### config.mk
export PLATFORM = sky130hd
export DESIGN_NAME = maze_game_sequencer_flat
export DESIGN_NICKNAME = d
export VERILOG_FILES = /design/src/rtl/game_pkg.sv /design/src/rtl/maze_game_sequencer_if.sv /design/src/rtl/reveal_timer.sv /design/src/rtl/maze_game_sequencer.sv /design/src/flat_wrapper.sv
export SDC_FILE = /design/constraint.sdc
export NUM_CORES = 1
export LEC_CHECK = 0
export BUFFER_PORTS_ARGS = -buffer_cell sky130_fd_sc_hd__buf_4
export CAP_MARGIN = 20
export CORE_UTILIZATION = 55
export CTS_CLUSTER_DIAMETER = 150
export CTS_CLUSTER_SIZE = 14
export DETAILED_ROUTE_END_ITERATION = 6
export MAX_ROUTING_LAYER = met4
export PLACE_DENSITY = 0.87
export SETUP_SLACK_MARGIN = 0.02
export SLEW_MARGIN = 20
export SYNTH_ARGS = -nofsm -noshare
export SYNTH_HDL_FRONTEND = slang
export SYNTH_SLANG_ARGS = --single-unit
export TNS_END_PERCENT = 10
### constraint.sdc
create_clock -name clk -period 3.85 [get_ports clk]
set_input_delay 0 -clock clk [delete_from_list [all_inputs] [get_ports clk]]
set_output_delay 0 -clock clk [all_outputs]
set_load 0.01 [all_outputs]
### src/rtl/game_pkg.sv
// rtl/game_pkg.sv - shared encodings for the maze game sequencer
package game_pkg;

  localparam logic [3:0] GS_MENU    = 4'b0001;
  localparam logic [3:0] GS_IN_GAME = 4'b0010;
  localparam logic [3:0] GS_LOST    = 4'b0100;
  localparam logic [3:0] GS_WON     = 4'b1000;

  localparam logic [2:0] MS_START = 3'b001;
  localparam logic [2:0] MS_DIFF  = 3'b010;
  localparam logic [2:0] MS_INSTR = 3'b100;

  localparam logic [2:0] DIFF_EASY = 3'b001;
  localparam logic [2:0] DIFF_MED  = 3'b010;
  localparam logic [2:0] DIFF_HARD = 3'b100;

  localparam logic [2:0] S_MENU  = 3'd0;
  localparam logic [2:0] S_SHOW  = 3'd1;
  localparam logic [2:0] S_PLAY  = 3'd2;
  localparam logic [2:0] S_CHECK = 3'd3;
  localparam logic [2:0] S_LOST  = 3'd4;
  localparam logic [2:0] S_WON   = 3'd5;

  localparam int DIR_UP    = 0;
  localparam int DIR_DOWN  = 1;
  localparam int DIR_LEFT  = 2;
  localparam int DIR_RIGHT = 3;

  localparam int TIMER_W = 27;

  // One-hot rotations over three entries, wrapping at both ends.
  function automatic logic [2:0] rot_next(input logic [2:0] v);
    return {v[1:0], v[2]};
  endfunction

  function automatic logic [2:0] rot_prev(input logic [2:0] v);
    return {v[0], v[2:1]};
  endfunction

endpackage

### src/rtl/maze_game_sequencer_if.sv
// rtl/maze_game_sequencer_if.sv - buttons, map ROM port and renderer outputs of the sequencer
interface maze_game_sequencer_if;
  logic [3:0]  dir_pulse;
  logic        sel_pulse;
  logic [4:0]  rom_addr;
  logic [29:0] rom_data;
  logic [3:0]  game_state;
  logic [2:0]  menu_sel;
  logic [2:0]  difficulty;
  logic        map_visible;
  logic [7:0]  player_x;
  logic [7:0]  player_y;
  logic        lost;
  logic        won;

  modport master (
    input  dir_pulse, sel_pulse, rom_data,
    output rom_addr, game_state, menu_sel, difficulty, map_visible,
           player_x, player_y, lost, won
  );

  modport slave (
    output dir_pulse, sel_pulse, rom_data,
    input  rom_addr, game_state, menu_sel, difficulty, map_visible,
           player_x, player_y, lost, won
  );
endinterface

### src/rtl/reveal_timer.sv
// rtl/reveal_timer.sv - loadable down-counter timing the map reveal
module reveal_timer #(
  parameter int W = 27
) (
  input  logic         clk,
  input  logic         reset,
  input  logic         load,
  input  logic [W-1:0] load_val,
  input  logic         en,
  output logic         expire
);
  logic [W-1:0] count;

  always_ff @(posedge clk or posedge reset) begin
    if (reset) begin
      count <= '0;
    end else if (load) begin
      count <= load_val;
    end else if (en && count != '0) begin
      count <= count - 1'b1;
    end
  end

  // Flags the last counting cycle so the owner leaves on the following edge.
  assign expire = (count == W'(1));
endmodule

### src/rtl/maze_game_sequencer.sv
// rtl/maze_game_sequencer.sv - game FSM, menu/difficulty selection and wall-checked movement
module maze_game_sequencer
  import game_pkg::*;
#(
  parameter int MAP_W     = 30,
  parameter int MAP_H     = 21,
  parameter int START_X   = 0,
  parameter int START_Y   = 20,
  parameter int GOAL_X    = 29,
  parameter int GOAL_Y    = 0,
  parameter int SHOW_EASY = 100000000,
  parameter int SHOW_MED  = 50000000,
  parameter int SHOW_HARD = 25000000,
  parameter int ROM_LAT   = 1
) (
  input logic                  clk,
  input logic                  reset,
  maze_game_sequencer_if.master bus
);
  localparam logic signed [8:0] MAP_W_S = 9'(MAP_W);
  localparam logic signed [8:0] MAP_H_S = 9'(MAP_H);

  logic [2:0]          state;
  logic [2:0]          menu_sel;
  logic [2:0]          difficulty;
  logic                map_visible;
  logic [7:0]          player_x;
  logic [7:0]          player_y;
  logic [4:0]          rom_addr;
  logic [7:0]          cand_x;
  logic [7:0]          cand_y;
  logic [1:0]          wait_cnt;
  logic [TIMER_W-1:0]  show_load;
  logic                timer_load;
  logic                timer_expire;
  logic signed [8:0]   step_x;
  logic signed [8:0]   step_y;
  logic signed [8:0]   next_x;
  logic signed [8:0]   next_y;
  logic                move_ok;
  logic                wall_hit;
  logic [3:0]          game_state;

  always_comb begin
    step_x = '0;
    step_y = '0;
    if (bus.dir_pulse[DIR_UP])         step_y = -9'sd1;
    else if (bus.dir_pulse[DIR_DOWN])  step_y = 9'sd1;
    else if (bus.dir_pulse[DIR_LEFT])  step_x = -9'sd1;
    else if (bus.dir_pulse[DIR_RIGHT]) step_x = 9'sd1;
  end

  // Signed 9-bit so a step left/up from 0 shows up as a negative coordinate.
  assign next_x  = $signed({1'b0, player_x}) + step_x;
  assign next_y  = $signed({1'b0, player_y}) + step_y;
  assign move_ok = (|bus.dir_pulse) &&
                   next_x >= 9'sd0 && next_x < MAP_W_S &&
                   next_y >= 9'sd0 && next_y < MAP_H_S;

  always_comb begin
    show_load = TIMER_W'(SHOW_EASY);
    if (difficulty == DIFF_MED)       show_load = TIMER_W'(SHOW_MED);
    else if (difficulty == DIFF_HARD) show_load = TIMER_W'(SHOW_HARD);
  end

  assign timer_load = (state == S_MENU) && bus.sel_pulse && (menu_sel == MS_START);
  assign wall_hit   = bus.rom_data[cand_x[4:0]];

  reveal_timer #(.W(TIMER_W)) u_reveal_timer (
    .clk      (clk),
    .reset    (reset),
    .load     (timer_load),
    .load_val (show_load),
    .en       (state == S_SHOW),
    .expire   (timer_expire)
  );

  always_ff @(posedge clk or posedge reset) begin
    if (reset) begin
      state       <= S_MENU;
      menu_sel    <= MS_START;
      difficulty  <= DIFF_EASY;
      map_visible <= 1'b0;
      player_x    <= 8'(START_X);
      player_y    <= 8'(START_Y);
      rom_addr    <= '0;
      cand_x      <= '0;
      cand_y      <= '0;
      wait_cnt    <= '0;
    end else begin
      case (state)
        S_MENU: begin
          if (bus.sel_pulse) begin
            if (menu_sel == MS_START) begin
              map_visible <= 1'b1;
              player_x    <= 8'(START_X);
              player_y    <= 8'(START_Y);
              state       <= S_SHOW;
            end
          end else if (bus.dir_pulse[DIR_UP]) begin
            menu_sel <= rot_prev(menu_sel);
          end else if (bus.dir_pulse[DIR_DOWN]) begin
            menu_sel <= rot_next(menu_sel);
          end else if (menu_sel == MS_DIFF) begin
            if (bus.dir_pulse[DIR_LEFT])       difficulty <= rot_prev(difficulty);
            else if (bus.dir_pulse[DIR_RIGHT]) difficulty <= rot_next(difficulty);
          end
        end
        S_SHOW: begin
          if (timer_expire) begin
            map_visible <= 1'b0;
            state       <= S_PLAY;
          end
        end
        S_PLAY: begin
          if (move_ok) begin
            rom_addr <= next_y[4:0];
            cand_x   <= next_x[7:0];
            cand_y   <= next_y[7:0];
            wait_cnt <= '0;
            state    <= S_CHECK;
          end
        end
        S_CHECK: begin
          // The ROM row for cand_y is valid once ROM_LAT edges have passed.
          if (wait_cnt == 2'(ROM_LAT)) begin
            if (wall_hit) begin
              state <= S_LOST;
            end else begin
              player_x <= cand_x;
              player_y <= cand_y;
              if (cand_x == 8'(GOAL_X) && cand_y == 8'(GOAL_Y)) state <= S_WON;
              else                                            state <= S_PLAY;
            end
          end else begin
            wait_cnt <= wait_cnt + 2'd1;
          end
        end
        default: begin
          if (bus.sel_pulse) begin
            player_x <= 8'(START_X);
            player_y <= 8'(START_Y);
            state    <= S_MENU;
          end
        end
      endcase
    end
  end

  always_comb begin
    case (state)
      S_MENU:  game_state = GS_MENU;
      S_LOST:  game_state = GS_LOST;
      S_WON:   game_state = GS_WON;
      default: game_state = GS_IN_GAME;
    endcase
  end

  assign bus.game_state  = game_state;
  assign bus.menu_sel    = menu_sel;
  assign bus.difficulty  = difficulty;
  assign bus.map_visible = map_visible;
  assign bus.player_x    = player_x;
  assign bus.player_y    = player_y;
  assign bus.rom_addr    = rom_addr;
  assign bus.lost        = (state == S_LOST);
  assign bus.won         = (state == S_WON);
endmodule

### src/flat_wrapper.sv
// flat-port wrapper written by rule: the top's interface ports become plain ports
module maze_game_sequencer_flat import game_pkg::*;
#(
  parameter int MAP_W     = 30,
  parameter int MAP_H     = 21,
  parameter int START_X   = 0,
  parameter int START_Y   = 20,
  parameter int GOAL_X    = 29,
  parameter int GOAL_Y    = 0,
  parameter int SHOW_EASY = 100000000,
  parameter int SHOW_MED  = 50000000,
  parameter int SHOW_HARD = 25000000,
  parameter int ROM_LAT   = 1
)
  (clk, reset, bus_dir_pulse, bus_sel_pulse, bus_rom_data, bus_rom_addr, bus_game_state, bus_menu_sel, bus_difficulty, bus_map_visible, bus_player_x, bus_player_y, bus_lost, bus_won);
  maze_game_sequencer_if bus_i ();
  input logic clk;
  input logic reset;
  input wire logic [$bits(bus_i.dir_pulse)-1:0] bus_dir_pulse;
  input wire logic [$bits(bus_i.sel_pulse)-1:0] bus_sel_pulse;
  input wire logic [$bits(bus_i.rom_data)-1:0] bus_rom_data;
  output wire logic [$bits(bus_i.rom_addr)-1:0] bus_rom_addr;
  output wire logic [$bits(bus_i.game_state)-1:0] bus_game_state;
  output wire logic [$bits(bus_i.menu_sel)-1:0] bus_menu_sel;
  output wire logic [$bits(bus_i.difficulty)-1:0] bus_difficulty;
  output wire logic [$bits(bus_i.map_visible)-1:0] bus_map_visible;
  output wire logic [$bits(bus_i.player_x)-1:0] bus_player_x;
  output wire logic [$bits(bus_i.player_y)-1:0] bus_player_y;
  output wire logic [$bits(bus_i.lost)-1:0] bus_lost;
  output wire logic [$bits(bus_i.won)-1:0] bus_won;
  assign bus_i.dir_pulse = bus_dir_pulse;
  assign bus_i.sel_pulse = bus_sel_pulse;
  assign bus_i.rom_data = bus_rom_data;
  assign bus_rom_addr = bus_i.rom_addr;
  assign bus_game_state = bus_i.game_state;
  assign bus_menu_sel = bus_i.menu_sel;
  assign bus_difficulty = bus_i.difficulty;
  assign bus_map_visible = bus_i.map_visible;
  assign bus_player_x = bus_i.player_x;
  assign bus_player_y = bus_i.player_y;
  assign bus_lost = bus_i.lost;
  assign bus_won = bus_i.won;
  maze_game_sequencer #(.MAP_W(MAP_W), .MAP_H(MAP_H), .START_X(START_X), .START_Y(START_Y), .GOAL_X(GOAL_X), .GOAL_Y(GOAL_Y), .SHOW_EASY(SHOW_EASY), .SHOW_MED(SHOW_MED), .SHOW_HARD(SHOW_HARD), .ROM_LAT(ROM_LAT)) u_core (.clk(clk), .reset(reset), .bus(bus_i));
endmodule
* After elaboration in Yosys (flattened, before gate mapping) *
Index checks and enable logic that the tools add are counted.

word-level totals
  register bits after elaboration = 76
  bits in latches = 0
  memory bits (writable) = 0
  ROM bits = 0
  output and inout bits = 34
  word-level logic and storage cells = 115
  memories = 0

cells by class
  $add $sub $neg = 4
  $mul = 0
  divide/modulo/power cells = 0
  $lt $le $gt $ge = 5
  equal/unequal tests = 19
  shift operators = 0
  muxes and demuxes = 45
  bitwise operators = 4
  reductions and logical operators = 27

operators by type and width
  cell                                                                                  count
  27-bit 2-to-1 mux                                                                     4
  8-bit 2-to-1 mux                                                                      10
  8-bit one-hot mux with 3 select lines                                                 2
  3-bit 2-to-1 mux                                                                      12
  9-bit 2-to-1 mux                                                                      4
  27-bit by 1-bit equality test with 1-bit output (second input constant)               1
  27-bit nonzero test                                                                   1
  27-bit by 1-bit subtractor with 27-bit output (second input constant)                 1
  9-bit adder                                                                           2
  9-bit by 1-bit greater-or-equal comparator with 1-bit output (second input constant)  2
  9-bit by 6-bit less-than comparator with 1-bit output (second input constant)         2
  6-bit AND reduction                                                                   3
  3-bit by 2-bit equality test with 1-bit output (second input constant)                4
  3-bit one-hot mux with 4 select lines                                                 1
  4-bit one-hot mux with 3 select lines                                                 1
  2-bit nonzero test                                                                    6
  3-bit equality test (second input constant)                                           3
  8-bit by 5-bit equality test with 1-bit output (second input constant)                1
  1-bit logical AND                                                                     8
  8-bit zero test                                                                       1
  2-bit inequality test (second input constant)                                         4
  3-bit by 1-bit equality test with 1-bit output (second input constant)                2
  5-bit by 6-bit less-than comparator with 1-bit output (second input constant)         1
  1-bit 2-to-1 mux                                                                      6
  15 further kinds                                                                      22

* Logic depth before layout (Yosys ltp) *
Gate-level depths: netlist of run 1.

  depth after elaboration = 12
  depth in mapped cells = 17
  mapped depth without buffers = 14

* Hierarchy *
Synthesis of run 1 repeated with hierarchy kept, for this count alone.

second synthesis, totals
  cell total of the unflattened synthesis = 504
  area total of the unflattened synthesis = 4833.4 um^2

modules (own cells, without submodules)
  module               instances  cells each  area an instance (um^2)  seq. area each (um^2)
  maze_game_sequencer  1          311         3040.4                   1106.1
  reveal_timer         1          193         1793.0                   675.6

* Worst setup path after synthesis of run 1 *
OpenSTA, ideal clock, no wires.

  path kind = register to register
  from = register u_core.player_y[0] (netlist: u_core.bus.player_y[0])
  to = register u_core.cand_x[0]
  data arrival time = 3.131 ns
  path slack = 0.594 ns
  stages on the path, launching flop included = 12
  path buffers = 1
  clock period less this slack = 3.256 ns
  cells stage by stage = dfrtp_1 ha_1 fa_1 xor2_1 o21ai_0 or3b_1 a22o_1 a2111oi_2 nand4_1 or4_1 buf_6 mux2_4

between the ends
  word-level cells in the longest chain between the ends = 5
  elaborated cells between the ends (all ways) = 6

ends and longest elaborated chain
  element                                                       RTL line                    RTL
  from (decl)                                                   maze_game_sequencer.sv:28   logic [7:0] player_y;
  from (signal assigned)                                        maze_game_sequencer.sv:85   player_y <= 8'(START_Y);
  from (signal assigned)                                        maze_game_sequencer.sv:97   player_y <= 8'(START_Y);
  from (signal assigned)                                        maze_game_sequencer.sv:131  player_y <= cand_y;
  9-bit adder *                                                 maze_game_sequencer.sv:55   assign next_y = $signed({1'b0, player_y}) + step_y;
  9-bit by 1-bit greater-or-equal comparator with 1-bit output  maze_game_sequencer.sv:58   next_y >= 9'sd0 && next_y < MAP_H_S;
  1-bit logical AND                                             maze_game_sequencer.sv:57   next_x >= 9'sd0 && next_x < MAP_W_S &&
  1-bit logical AND *                                           maze_game_sequencer.sv:58
  2-bit AND reduction (no source line) *                        n/a
  to (signal assigned)                                          maze_game_sequencer.sv:118  cand_x <= next_x[7:0];
  to (decl)                                                     maze_game_sequencer.sv:30   logic [7:0] cand_x;

Every way passes the cells marked *; elsewhere a longest branch is shown, timed or not.
A chain may end at the register's enable or synchronous reset.

* Worst setup path in the final report of run 1 *
  from = register u_core.player_y[0] (netlist: u_core.bus.player_y[0])
  to = register u_core.cand_y[4]

between the ends
  word-level cells in the longest chain between the ends = 5
  elaborated cells between the ends (all ways) = 6

ends and longest elaborated chain
  element                                                       RTL line                    RTL
  9-bit adder *                                                 maze_game_sequencer.sv:55
  via u_core.next_y[1]                                          maze_game_sequencer.sv:39   logic signed [8:0] next_y;
  9-bit by 1-bit greater-or-equal comparator with 1-bit output  maze_game_sequencer.sv:58
  1-bit logical AND                                             maze_game_sequencer.sv:57
  1-bit logical AND *                                           maze_game_sequencer.sv:58
  2-bit AND reduction (no source line) *                        n/a
  to (signal assigned)                                          maze_game_sequencer.sv:119  cand_y <= next_y[7:0];
  to (decl)                                                     maze_game_sequencer.sv:31   logic [7:0] cand_y;

Mark *: on every way through the listed nets, which the timed path passes. The rest lies on a longest branch.

==> results by group, run 1 <==
Finish
  – Final nets: 599
  – Final core utilization: 0.6712
  – Design Area, Final: 5240 sq um
  – Share of cells above drive strength 1: 0.2106
  – Fillcell total: 628
  – # diodes: 0
  – P&R area growth vs syn: 16.98%

Worst setup path
  – R2r endpoint: u_core.cand_y[4]
  – CP delay by family, top: simple AND/OR/NAND/NOR gates
  – CP cell instances: ha_1 -> fa_1 -> o21ai_0 -> or3b_1 -> a22o_1 -> a2111oi_2 -> nand4_1 -> or4_1 -> buf_4 -> mux2_4
  – CP Data Required Time: 4.07 ns
  – FF-to-FF setup slack: 0.21 ns
  – Crit path buffers/inverters: 1
  – Setup crit end kind: flip-flop
  – Crit path DAT: 3.87 ns
  – Crit-path max FO: 14
  – Crit path kind: flip-flop to flip-flop
  – Reg2Reg Launch Point: u_core.bus.player_y[0]
  – CP max-delay cell: or4_1
  – Depth of the most critical reg-to-reg path: 10
  – Largest stage delay, worst path: 0.50 ns
  – Crit path launch type: flip-flop

Synthesis
  – Dominant synthesized flop cell: dfrtp_1
  – Post-synth top cells: 67 x dfrtp_1, 52 x nor2_1, 35 x nand2_1
  – FF+latch count, synth: 71
  – Sequential element share of the synthesized area: 0.3978
  – Post-Syn Area: ~4500 sq um
  – Ys async rst share: 1.000
  – Top-count cell post-synth: dfrtp_1
  – Synth cell types: between 60 and 70
  – Dominant cells by area after synthesis: dfrtp_1 37%, ha_1 5.3%, nor2_1 4.4%
  – EDFF count, synth: 0
  – Mean Syn Cell Area: about 9.4 sq um
  – Syn. warnings: 0
  – Top-area cell type share of the netlist area: 0.3743
  – Area leader, netlist: dfrtp_1
  – Syn Nets: between 500 and 600
  – Post-Syn Instances: 478

STA
  – Hold Violations, Final: 0
  – Period minus WS final: 3.643 ns
  – Slew Limit Fails: 0
  – Fmax achieved: 274.5 MHz
  – Final Cycle Share: 0.9463
  – PnR worst setup slack: 0.2068 ns
  – Max Clock Skew: 0.01258 ns
  – Slew HR: 0.3094
  – Slew at the pin with the worst max-slew slack: 1.034 ns
  – Setup TNS Final: 0 ns
  – Final setup fails: 0
  – RSZ-0062 raised after global routing: false

Hold path
  – WHS Endpoint: u_core.bus.difficulty[0]
  – Worst hold path type: primary input to flip-flop
  – Hold Crit Depth: 3
  – HP Start: bus_dir_pulse[2]

GRT
  – Initial antenna violation count: 0
  – GRT Resource Usage Total: 0.2858
  – Number of global-route vias before repair: 3805
  – First-pass GRT wire length: 18560 um
  – Pin count of the biggest net entering global routing: 44
  – Global route overflow: 0

Placed design
  – GPL Wtd Cong: around 0.96
  – DP Worst Slack: 0.2601 ns
  – DP Area: 5039 sq um
  – Dpl hpwl: 8474 um
  – Port Buffer Count: 70

CTS
  – Clock root buffer: clkbuf_8
  – Num CTS Buffers: 9
  – Clk buf depth: 2
  – # Post-CTS Setup Buffers: 0
  – Clock transition at the registers of the reported paths: 0.08 ns
  – Worst-Skew Late Latency: around 0.35 ns
  – Num Clock Sinks: 71
  – CTS tree: built
  – H-Tree Depth: 3
  – Post-cts sizing count: 0

Route
  – Final wirelength: 11310 um
  – DR pass1 iterations: 5
  – Post-route DRC: 0
  – Vias: 4010
  – Post-DR vias/cell: just over 6
  – Initial DRC Count: 291
  – Final antenna-violating net count: 0
  – Avg WL per Cell: 17.45 um

Floorplan
  – # rows: 32
  – Die X: between 90 and 100 um
  – Initial Util: 0.5737
  – Core area: 7807 sq um
  – Die ar.: 8509 sq um
  – Ports: 71
  – Die Ht: 92.25 um

Power
  – Tot Pwr: 2.365 mW
  – Lkg Pwr: 2.394 nW
  – VDD IR max: 0.0003821 V
  – Ratio of total power to cell area: 451.3 nW/um^2

Status
  – Status: finished clean

Job
  – Max_cap viols: 0
## timing repair
action                                  in CTS  in global routing
hold endpoints to repair                    28                  0
endpoints found under the setup margin       0                  0
hold buffers                                 2                  0
## kinds of logic after synthesis
family,count (synthesis),synth area share
AND/OR/NAND/NOR,169,0.1894
buffers and inverters,50,0.05279
XOR/XNOR,15,0.02933
multiplexers,28,0.08045
flip-flops,71,0.3978
AO/OA/AOI/OAI,124,0.1883
adder cells (fa/ha/maj),21,0.06201
## per-layer routing
metal,global-route usage,vias up,share of wire
met5,-,-,0
met4,0.08724,0,0.022
met3,0.05556,21,0.063
met2,0.4720,161,0.49
met1,0.3563,1946,0.42
li1,-,1882,-
## placed cells by master, fill, tap and decap left out, types with 5 or more instances in the layout
cell type	Yosys	final
or3_1	5	5
inv_1	18	17
nor2_1	52	52
nor4_1	10	10
xnor2_1	11	11
mux2_4	6	6
a21oi_1	31	31
clkbuf_8	0	12
mux2i_1	18	18
a31oi_1	6	6
nand2_1	35	35
nand3_1	9	9
a22o_1	15	15
and2_1	8	8
nor3_1	17	17
ha_1	19	19
buf_4	7	78
o21ai_1	13	13
or4_1	6	6
o21ai_0	15	15
dfrtp_1	67	67
## area by class of cell
cell class	instances	area [sq um]	share of cell area
multi-input combinational	357	2461	0.4697
sequential	71	1782	0.3400
timing repair buffer	80	605.6	0.1156
clock buffer	15	176.4	0.03367
tap	102	127.6	0.02436
inverter	22	82.58	0.01576
clock inverter	1	5.005	0.0009551
## registers in the layout (all words and copies together), names as in the netlist, 3 cells and up
signal                       flops
u_core.u_reveal_timer.count     27
u_core.bus.player_x              8
u_core.bus.player_y              8
u_core.cand_x                    8
u_core.cand_y                    8
u_core.bus.difficulty            3
u_core.bus.menu_sel              3
u_core.state                     3
## worst min-delay path, stage by stage
cell and delay [ns]:
buf_4 0.15, mux2i_1 0.15, a21oi_1 0.08
## worst max path at each step
stage	startpoint	cells past startpoint	slack (ns)	endpoint
3_3_place_gp	u_core.bus.player_y[0]	10	0.37	u_core.cand_y[2]
6_report	u_core.bus.player_y[0]	10	0.21	u_core.cand_y[4]
2_1_floorplan	u_core.bus.player_y[0]	11	0.59	u_core.cand_x[0]
3_5_place_dp	bus_dir_pulse[0]	16	0.26	u_core.cand_y[2]
5_1_grt	u_core.bus.player_y[0]	10	0.1	u_core.cand_y[3]
4_1_cts	u_core.bus.player_y[0]	10	0.22	u_core.cand_y[4]
## report_power, final
group          switching [mW]  internal (mW)  leakage, nW  total, mW
registers               0.166          0.885        0.864       1.05
logic                   0.419          0.336         1.44      0.755
clock network           0.273          0.287       0.0937      0.560
total                   0.857           1.51         2.39       2.36
## through the flow
step	hold WS, ns	cells
floorplan	0.09898	478
global route	0.05604	648
detailed placement	0.1192	630
CTS	0.03261	648
finish	0.04681	648
global placement	0.1024	630
(Power assumes the default switching activity.)
==> inputs of run 2 (changes only) <==
PLACE_DENSITY = 0.85   (was 0.87)
RECOVER_POWER = 50   (was default)
SKIP_LAST_GASP = 1   (was default)
==> run 2 against run 1 <==
Against the previous run: the run now ends with max-capacitance violations, max-slew violations left; die area unchanged; clock power rose by 31%; wire length is 0.89% higher; count of clock-buffer cells in the layout fell by 6; clock skew down 0.0058 ns; combinational power is 1% lower; cell count rose by 0.31%; worst setup slack improved by 0.15 ns; sequential power hardly changed; utilization up 0.13 points; fmax increased by 4.2%; cell area rose by 0.19%.
==> results by group, run 2 (synthesized netlist as in run 1, its figures left out) <==
Status
  – Status: finished, violations left
  – Failing checks: max-capacitance violations, max-slew violations

Placed design
  – Dpl cells: 631 (+0.16%)
  – Port Buffer Count: 70 (unchanged)
  – DP Area: 5046 sq um (+0.15%)
  – GPL Wtd Cong: 0.9568 (about the same)
  – Dpl hpwl: 8368 um (-1.3%)

Finish
  – Most common cell after layout, fill and taps aside: dfrtp_1
  – Final non-filler cell total: 650 (+0.31%)
  – Final core utilization: 0.6724 (+0.001282)
  – Share of cells above drive strength 1: 0.1843 (-0.02632)
  – Area of the multi-input gates: 2465 sq um (+0.15%)
  – P&R area growth vs syn: 17.21%
  – Register area: 1782 sq um (unchanged)
  – Most flops, register: u_core.u_reveal_timer.count
  – Final nets: 601 (+0.33%)
  – Fillcell total: 634 (+0.96%)
  – Largest register FFs: 27 (unchanged)
  – Commonest cells after routing, fill and taps aside: 67 x dfrtp_1, 60 x buf_4, 52 x nor2_1
  – Design Area, Final: 5250 sq um (+0.19%)
  – # diodes: 0 (unchanged)

Route
  – DR pass1 iterations: 5 (unchanged)
  – Final antenna-violating net count: 0 (unchanged)
  – Avg WL per Cell: 17.55 um (+0.58%)
  – Post-DR vias/cell: 6.202 (+0.21%)
  – Initial DRC Count: 228 (-22%)
  – Vias: 4031 (+0.52%)
  – Post-route DRC: 0 (unchanged)
  – Final wirelength: 11410 um (+0.89%)

Worst setup path
  – Crit path kind: flip-flop to flip-flop
  – Reg2Reg Launch Point: u_core.bus.player_y[0]
  – Crit path launch type: flip-flop
  – R2r endpoint: u_core.cand_y[0]
  – Depth of the most critical reg-to-reg path: 10 (unchanged)
  – Crit-path max FO: 12 (-2)
  – Crit path DAT: 3.74 ns (-0.13 ns)
  – Setup crit end kind: flip-flop
  – CP Data Required Time: 4.09 ns (+0.02 ns)
  – FF-to-FF setup slack: 0.35 ns (+0.15 ns)

Power
  – NetSw: 0.8849 mW (+3.2%)
  – Tot Pwr: 2.533 mW (+7.1%)
  – Net switching fraction of the power: 0.3493 (-0.01312)
  – Clk pwr share: 0.290 (+0.053)
  – Lkg Pwr: 2.353 nW (-1.7%)
  – Share of power burned in registers: 0.416 (-0.028)
  – Cell internal pwr: 1.648 mW (+9.3%)
  – Ratio of total power to cell area: 482.5 nW/um^2 (+6.9%)
  – Combinational power share: 0.295 (-0.024)
  – VDD IR max: 0.0002942 V (-23%)

GRT
  – Number of global-route vias before repair: 3979 (+4.6%)
  – Initial antenna violation count: 0 (unchanged)
  – Pin count of the biggest net entering global routing: 47 (+6.8%)
  – First-pass GRT wire length: 19160 um (+3.2%)
  – Global route overflow: 0 (unchanged)
  – GRT Resource Usage Total: 0.2969 (+0.01101)

STA
  – Hold Violations, Final: 0 (unchanged)
  – Setup TNS Final: 0 ns (unchanged)
  – Slew HR: -0.2185 (-0.5279)
  – Fmax achieved: 286.1 MHz (+4.2%)
  – Slew at the pin with the worst max-slew slack: 1.828 ns (+0.7941 ns)
  – Slew Limit Fails: 35 (+35)
  – Final Cycle Share: 0.9078 (-0.03845)
  – RSZ-0062 raised after global routing: false
  – Final setup fails: 0 (unchanged)
  – Max Clock Skew: 0.006805 ns (-0.005774 ns)
  – Period minus WS final: 3.495 ns (-0.1480 ns)

Job
  – Max_cap viols: 1 (+1)

CTS
  – Num CTS Buffers: 9 (unchanged)
  – CTS tree: built
  – Num Clock Sinks: 71 (unchanged)
  – Worst-Skew Late Latency: 0.36 ns (about the same)
  – Clock transition at the registers of the reported paths: 0.08 ns (about the same)
  – # Post-CTS Setup Buffers: 0 (unchanged)
  – Clk buf depth: 2 (unchanged)
  – Post-cts sizing count: 0 (unchanged)
  – H-Tree Depth: 3 (unchanged)
  – Clock root buffer: clkbuf_8

Floorplan
  – Ports: 71 (unchanged)
  – Die X: 92.25 um (unchanged)
  – Core area: 7807 sq um (unchanged)
  – Die Ht: 92.25 um (unchanged)
  – # rows: 32 (unchanged)
  – Initial Util: 0.5737 (unchanged)
  – Die ar.: 8509 sq um (unchanged)

Hold path
  – HP Start: bus_dir_pulse[2]
  – WHS Endpoint: u_core.bus.difficulty[0]
  – Worst hold path type: primary input to flip-flop
  – Hold Crit Depth: 3 (unchanged)
## run 2: cell type report
type                       count  area share
multi-input combinational    357      0.4695
sequential                    71      0.3394
timing repair buffer          82      0.1046
tap                          102     0.02431
clock buffer                   9     0.02359
clock inverter                 7     0.02288
inverter                      22     0.01573
## run 2: through the flow
step | hold slack, ns | worst slack [ns]
finish | 0.01638 | 0.3548
CTS | 0.009790 | 0.3625
global placement | 0.2660 | 0.4832
global route | 0.05752 | 0.1419
detailed placement | 0.2837 | 0.3904
floorplan | 0.09898 | 0.5942
## run 2: critical path, stage by stage, from the launching register on
cell and delay [ns]:
dfrtp_1 0.40, ha_1 0.25, fa_1 0.47, o21ai_0 0.28, or3b_1 0.38, a22o_1 0.22
a2111oi_2 0.29, nand4_1 0.13, or4_1 0.44, buf_4 0.22, mux2_4 0.30
## run 2: how the worst max path moves through the flow
stage          depth (start not counted)                    from          endpoint
4_1_cts                               10  u_core.bus.player_y[0]  u_core.cand_y[0]
3_5_place_dp                          16        bus_dir_pulse[0]  u_core.cand_y[4]
2_1_floorplan                         11  u_core.bus.player_y[0]  u_core.cand_x[0]
6_report                              10  u_core.bus.player_y[0]  u_core.cand_y[0]
3_3_place_gp                          10  u_core.bus.player_y[0]  u_core.cand_y[2]
5_1_grt                               10  u_core.bus.player_y[0]  u_core.cand_y[1]
## run 2: routing by layer
metal	up-vias	track usage	share of wire
li1	1884	-	-
met1	1964	0.3811	0.43
met2	156	0.4701	0.48
met3	27	0.04063	0.064
met4	0	0.1328	0.023
met5	-	-	0
## run 2: power groups by stage
stage                     sequential (mW)  combinational [mW]  clock (mW)
after floorplan                      1.03               0.508           0
after global placement               1.05               0.713           0
after detailed placement             1.06               0.741           0
after CTS                            1.05               0.746       0.738
after global routing                 1.08               0.832       0.769
final                                1.05               0.746       0.734
## run 2: repair_timing
action                                  in CTS  in global routing
endpoints found under the setup margin       0                  0
endpoints found under the hold margin       43                  0
hold buffers                                 2                  0
==> inputs of run 3 (changes only) <==
PLACE_DENSITY = 0.84   (was 0.85)
SYNTH_HIERARCHICAL = 1   (was default)
==> run 3 against run 2 <==
Against the previous run: the flow still finishes with violations (max-capacitance violations, max-slew violations); first-iteration DRC count grew 14%; synthesized cell count rose by 5.4%; worst hold slack gained 0.022 ns; critical path type unchanged.
==> results by group, run 3 <==
Status
  – Status: finished, violations left
  – Failing checks: max-capacitance violations, max-slew violations

Placed design
  – DP Area: 5411 sq um (+7.2%)
  – Dpl hpwl: 8219 um (-1.8%)
  – DP Worst Slack: 0.5418 ns (+0.1514 ns)
  – Port Buffer Count: 70 (unchanged)
  – GPL Wtd Cong: 0.9039 (-5.5%)

Power
  – Tot Pwr: 1.504 mW (-41%)
  – Lkg Pwr: 2.377 nW (+1.1%)
  – Ratio of total power to cell area: 270.3 nW/um^2 (-44%)
  – VDD IR max: 0.0002324 V (-21%)

Synthesis
  – Mean Syn Cell Area: 9.590 sq um (+2.3%)
  – EDFF count, synth: 0 (unchanged)
  – Ys async rst share: 1.000 (unchanged)
  – FF+latch count, synth: 71 (unchanged)
  – Dominant cells by area after synthesis: dfrtp_1 35%, mux2i_1 5.2%, ha_1 4.9%
  – Post-Syn Instances: 504 (+5.4%)
  – Syn. warnings: 6 (+6)
  – Synth cell types: 75 (+14%)
  – Dominant synthesized flop cell: dfrtp_1
  – Sequential element share of the synthesized area: 0.3686 (-0.02914)
  – Post-Syn Area: 4833 sq um (+7.9%)
  – Area leader, netlist: dfrtp_1
  – Post-synth top cells: 67 x dfrtp_1, 40 x nand2_1, 34 x inv_1, 34 x nor2_1, 26 x a21oi_1
  – Top-area cell type share of the netlist area: 0.3469 (-0.02742)
  – Top-count cell post-synth: dfrtp_1

CTS
  – Post-cts sizing count: 0 (unchanged)
  – Clock transition at the registers of the reported paths: 0.07 ns (about the same)
  – Clk buf depth: 2 (unchanged)
  – H-Tree Depth: 3 (unchanged)
  – Clock root buffer: clkbuf_8
  – # Post-CTS Setup Buffers: 0 (unchanged)
  – Hold buffer count at cts: 1 (-1)
  – Num CTS Buffers: 9 (unchanged)
  – Worst-Skew Late Latency: 0.35 ns (about the same)
  – CTS tree: built
  – Num Clock Sinks: 71 (unchanged)

STA
  – Period minus WS final: 3.177 ns (-0.3185 ns)
  – Slew at the pin with the worst max-slew slack: 2.391 ns (+0.5627 ns)
  – Slew Limit Fails: 45 (+29%)
  – RSZ-0062 raised after global routing: false
  – Setup TNS Final: 0 ns (unchanged)
  – Final setup fails: 0 (unchanged)
  – Hold Violations, Final: 0 (unchanged)
  – PnR worst setup slack: 0.6733 ns (+0.3185 ns)
  – Slew HR: -0.5937 (-0.3751)
  – Fmax achieved: 314.8 MHz (+10%)
  – Final Cycle Share: 0.8251 (-0.08273)
  – Max Clock Skew: 0.005553 ns (-0.001251 ns)

Route
  – Vias: 4149 (+2.9%)
  – Initial DRC Count: 259 (+14%)
  – Post-DR vias/cell: 6.039 (-2.6%)
  – Avg WL per Cell: 16.22 um (-7.6%)
  – Final wirelength: 11150 um (-2.3%)
  – Post-route DRC: 0 (unchanged)
  – DR pass1 iterations: 7 (+2)
  – Final antenna-violating net count: 0 (unchanged)

GRT
  – First-pass GRT wire length: 18590 um (-3.0%)
  – Global route overflow: 0 (unchanged)
  – Number of global-route vias before repair: 3953 (-0.65%)
  – Pin count of the biggest net entering global routing: 45 (-4.3%)
  – Initial antenna violation count: 0 (unchanged)
  – GRT Resource Usage Total: 0.2754 (-0.02146)

Worst setup path
  – Crit path launch type: flip-flop
  – R2r endpoint: u_core/cand_x[3]
  – Crit path kind: flip-flop to flip-flop
  – CP Data Required Time: 4.08 ns (about the same)
  – Crit path buffers/inverters: 2 (+1)
  – Crit path DAT: 3.40 ns (-0.34 ns)
  – Crit-path max FO: 9 (-3)
  – Reg2Reg Launch Point: u_core/bus.player_x[0]
  – CP cell instances: ha_1 -> inv_1 -> fa_1 -> nor2b_1 -> o221ai_2 -> a31oi_1 -> mux2i_1 -> nand3_1 -> nor4_4 -> buf_4 -> mux2_2
  – Setup crit end kind: flip-flop
  – CP delay by family, top: simple AND/OR/NAND/NOR gates
  – Largest stage delay, worst path: 0.39 ns (-0.08 ns)
  – CP max-delay cell: dfrtp_1
  – Depth of the most critical reg-to-reg path: 11 (+1)
  – Critical Path Stages: 11 (+1)
  – FF-to-FF setup slack: 0.67 ns (+0.32 ns)

Finish
  – Commonest cells after routing, fill and taps aside: 67 x dfrtp_1, 58 x buf_4, 40 x nand2_1
  – Share of cells above drive strength 1: 0.1924 (+0.008133)
  – # diodes: 0 (unchanged)
  – Most common cell after layout, fill and taps aside: dfrtp_1
  – Final nets: 635 (+5.7%)
  – Most flops, register: u_core/u_reveal_timer/count
  – Fillcell total: 663 (+4.6%)
  – P&R area growth vs syn: 15.17%
  – Largest register FFs: 27 (unchanged)
  – Design Area, Final: 5567 sq um (+6.0%)

Hold path
  – WHS Endpoint: u_core/state[1]
  – HP Start: bus_sel_pulse
  – Hold Crit Depth: 4 (+1)
  – Worst hold path type: primary input to flip-flop

Floorplan
  – Die ar.: 9167 sq um (+7.7%)
  – Initial Util: 0.5795 (+0.005790)
  – # rows: 33 (+3.1%)
  – Die Ht: 95.75 um (+3.8%)
  – Ports: 71 (unchanged)
  – Core area: 8341 sq um (+6.8%)
  – Die X: 95.75 um (+3.8%)

Job
  – Max_cap viols: 1 (unchanged)
## run 3: per-layer routing
metal	global-route usage	part of all wire	vias up
met2	0.4083	0.47	180
met5	-	0	-
li1	-	-	1962
met1	0.3731	0.44	1994
met4	0.1095	0.014	0
met3	0.05371	0.078	13
## run 3: layout make-up
cell class / count / area [sq um] / share of cell area
well taps: 105 / 131.4 / 0.02360
repair buffers: 79 / 524.3 / 0.09418
clock buffers: 13 / 168.9 / 0.03034
multi-input cells: 382 / 2793 / 0.5017
flip-flops and latches: 71 / 1782 / 0.3201
clock inverters: 3 / 40.04 / 0.007193
inverters: 34 / 127.6 / 0.02293
## run 3: power by group
part / internal, mW / switching [mW] / total, mW
clock network: 0.350 / 0.268 / 0.618
registers: 0.751 / 0.00578 / 0.757
logic: 0.0585 / 0.0705 / 0.129
total: 1.16 / 0.344 / 1.50
## run 3: worst min-delay path, stage by stage
cell and delay, ns:
buf_4 0.10, inv_1 0.09, nand2_1 0.09, a211oi_1 0.07
## run 3: cells by family (layout without fill, tap and decap cells)
| logic type | Yosys count | after routing | share of synthesized area |
|---|---|---|---|
| buf+inv | 62 | 129 | 0.06212 |
| compound gates | 116 | 116 | 0.1693 |
| flops | 71 | 71 | 0.3686 |
| mux | 40 | 40 | 0.09371 |
| fa+ha+maj | 21 | 21 | 0.05747 |
| simple gates | 163 | 163 | 0.1947 |
| other cells | 2 | 13 | 0.001554 |
| xor+xnor | 29 | 29 | 0.05255 |
## run 3: per-stage QoR
step | util | cells | hold WS, ns
4_1_cts | 0.6751 | 686 | 0.02272
5_1_grt | 0.6674 | 687 | 0.05264
2_1_floorplan | - | 515 | 0.05272
3_3_place_gp | 0.6488 | 669 | 0.1804
6_report | 0.6674 | 687 | 0.03868
3_5_place_dp | 0.6488 | 669 | 0.1926
## run 3: worst max-delay path by stage
stage | from | to | slack (ns)
floorplan | bus_dir_pulse[0] | u_core/bus.rom_addr[3] | 0.89
global route | u_core/bus.player_x[0] | u_core/cand_x[3] | 0.49
CTS | u_core/bus.player_x[0] | u_core/cand_x[3] | 0.70
detailed placement | bus_dir_pulse[0] | u_core/cand_x[0] | 0.54
global placement | bus_dir_pulse[0] | u_core/cand_x[3] | 0.67
finish | u_core/bus.player_x[0] | u_core/cand_x[3] | 0.67
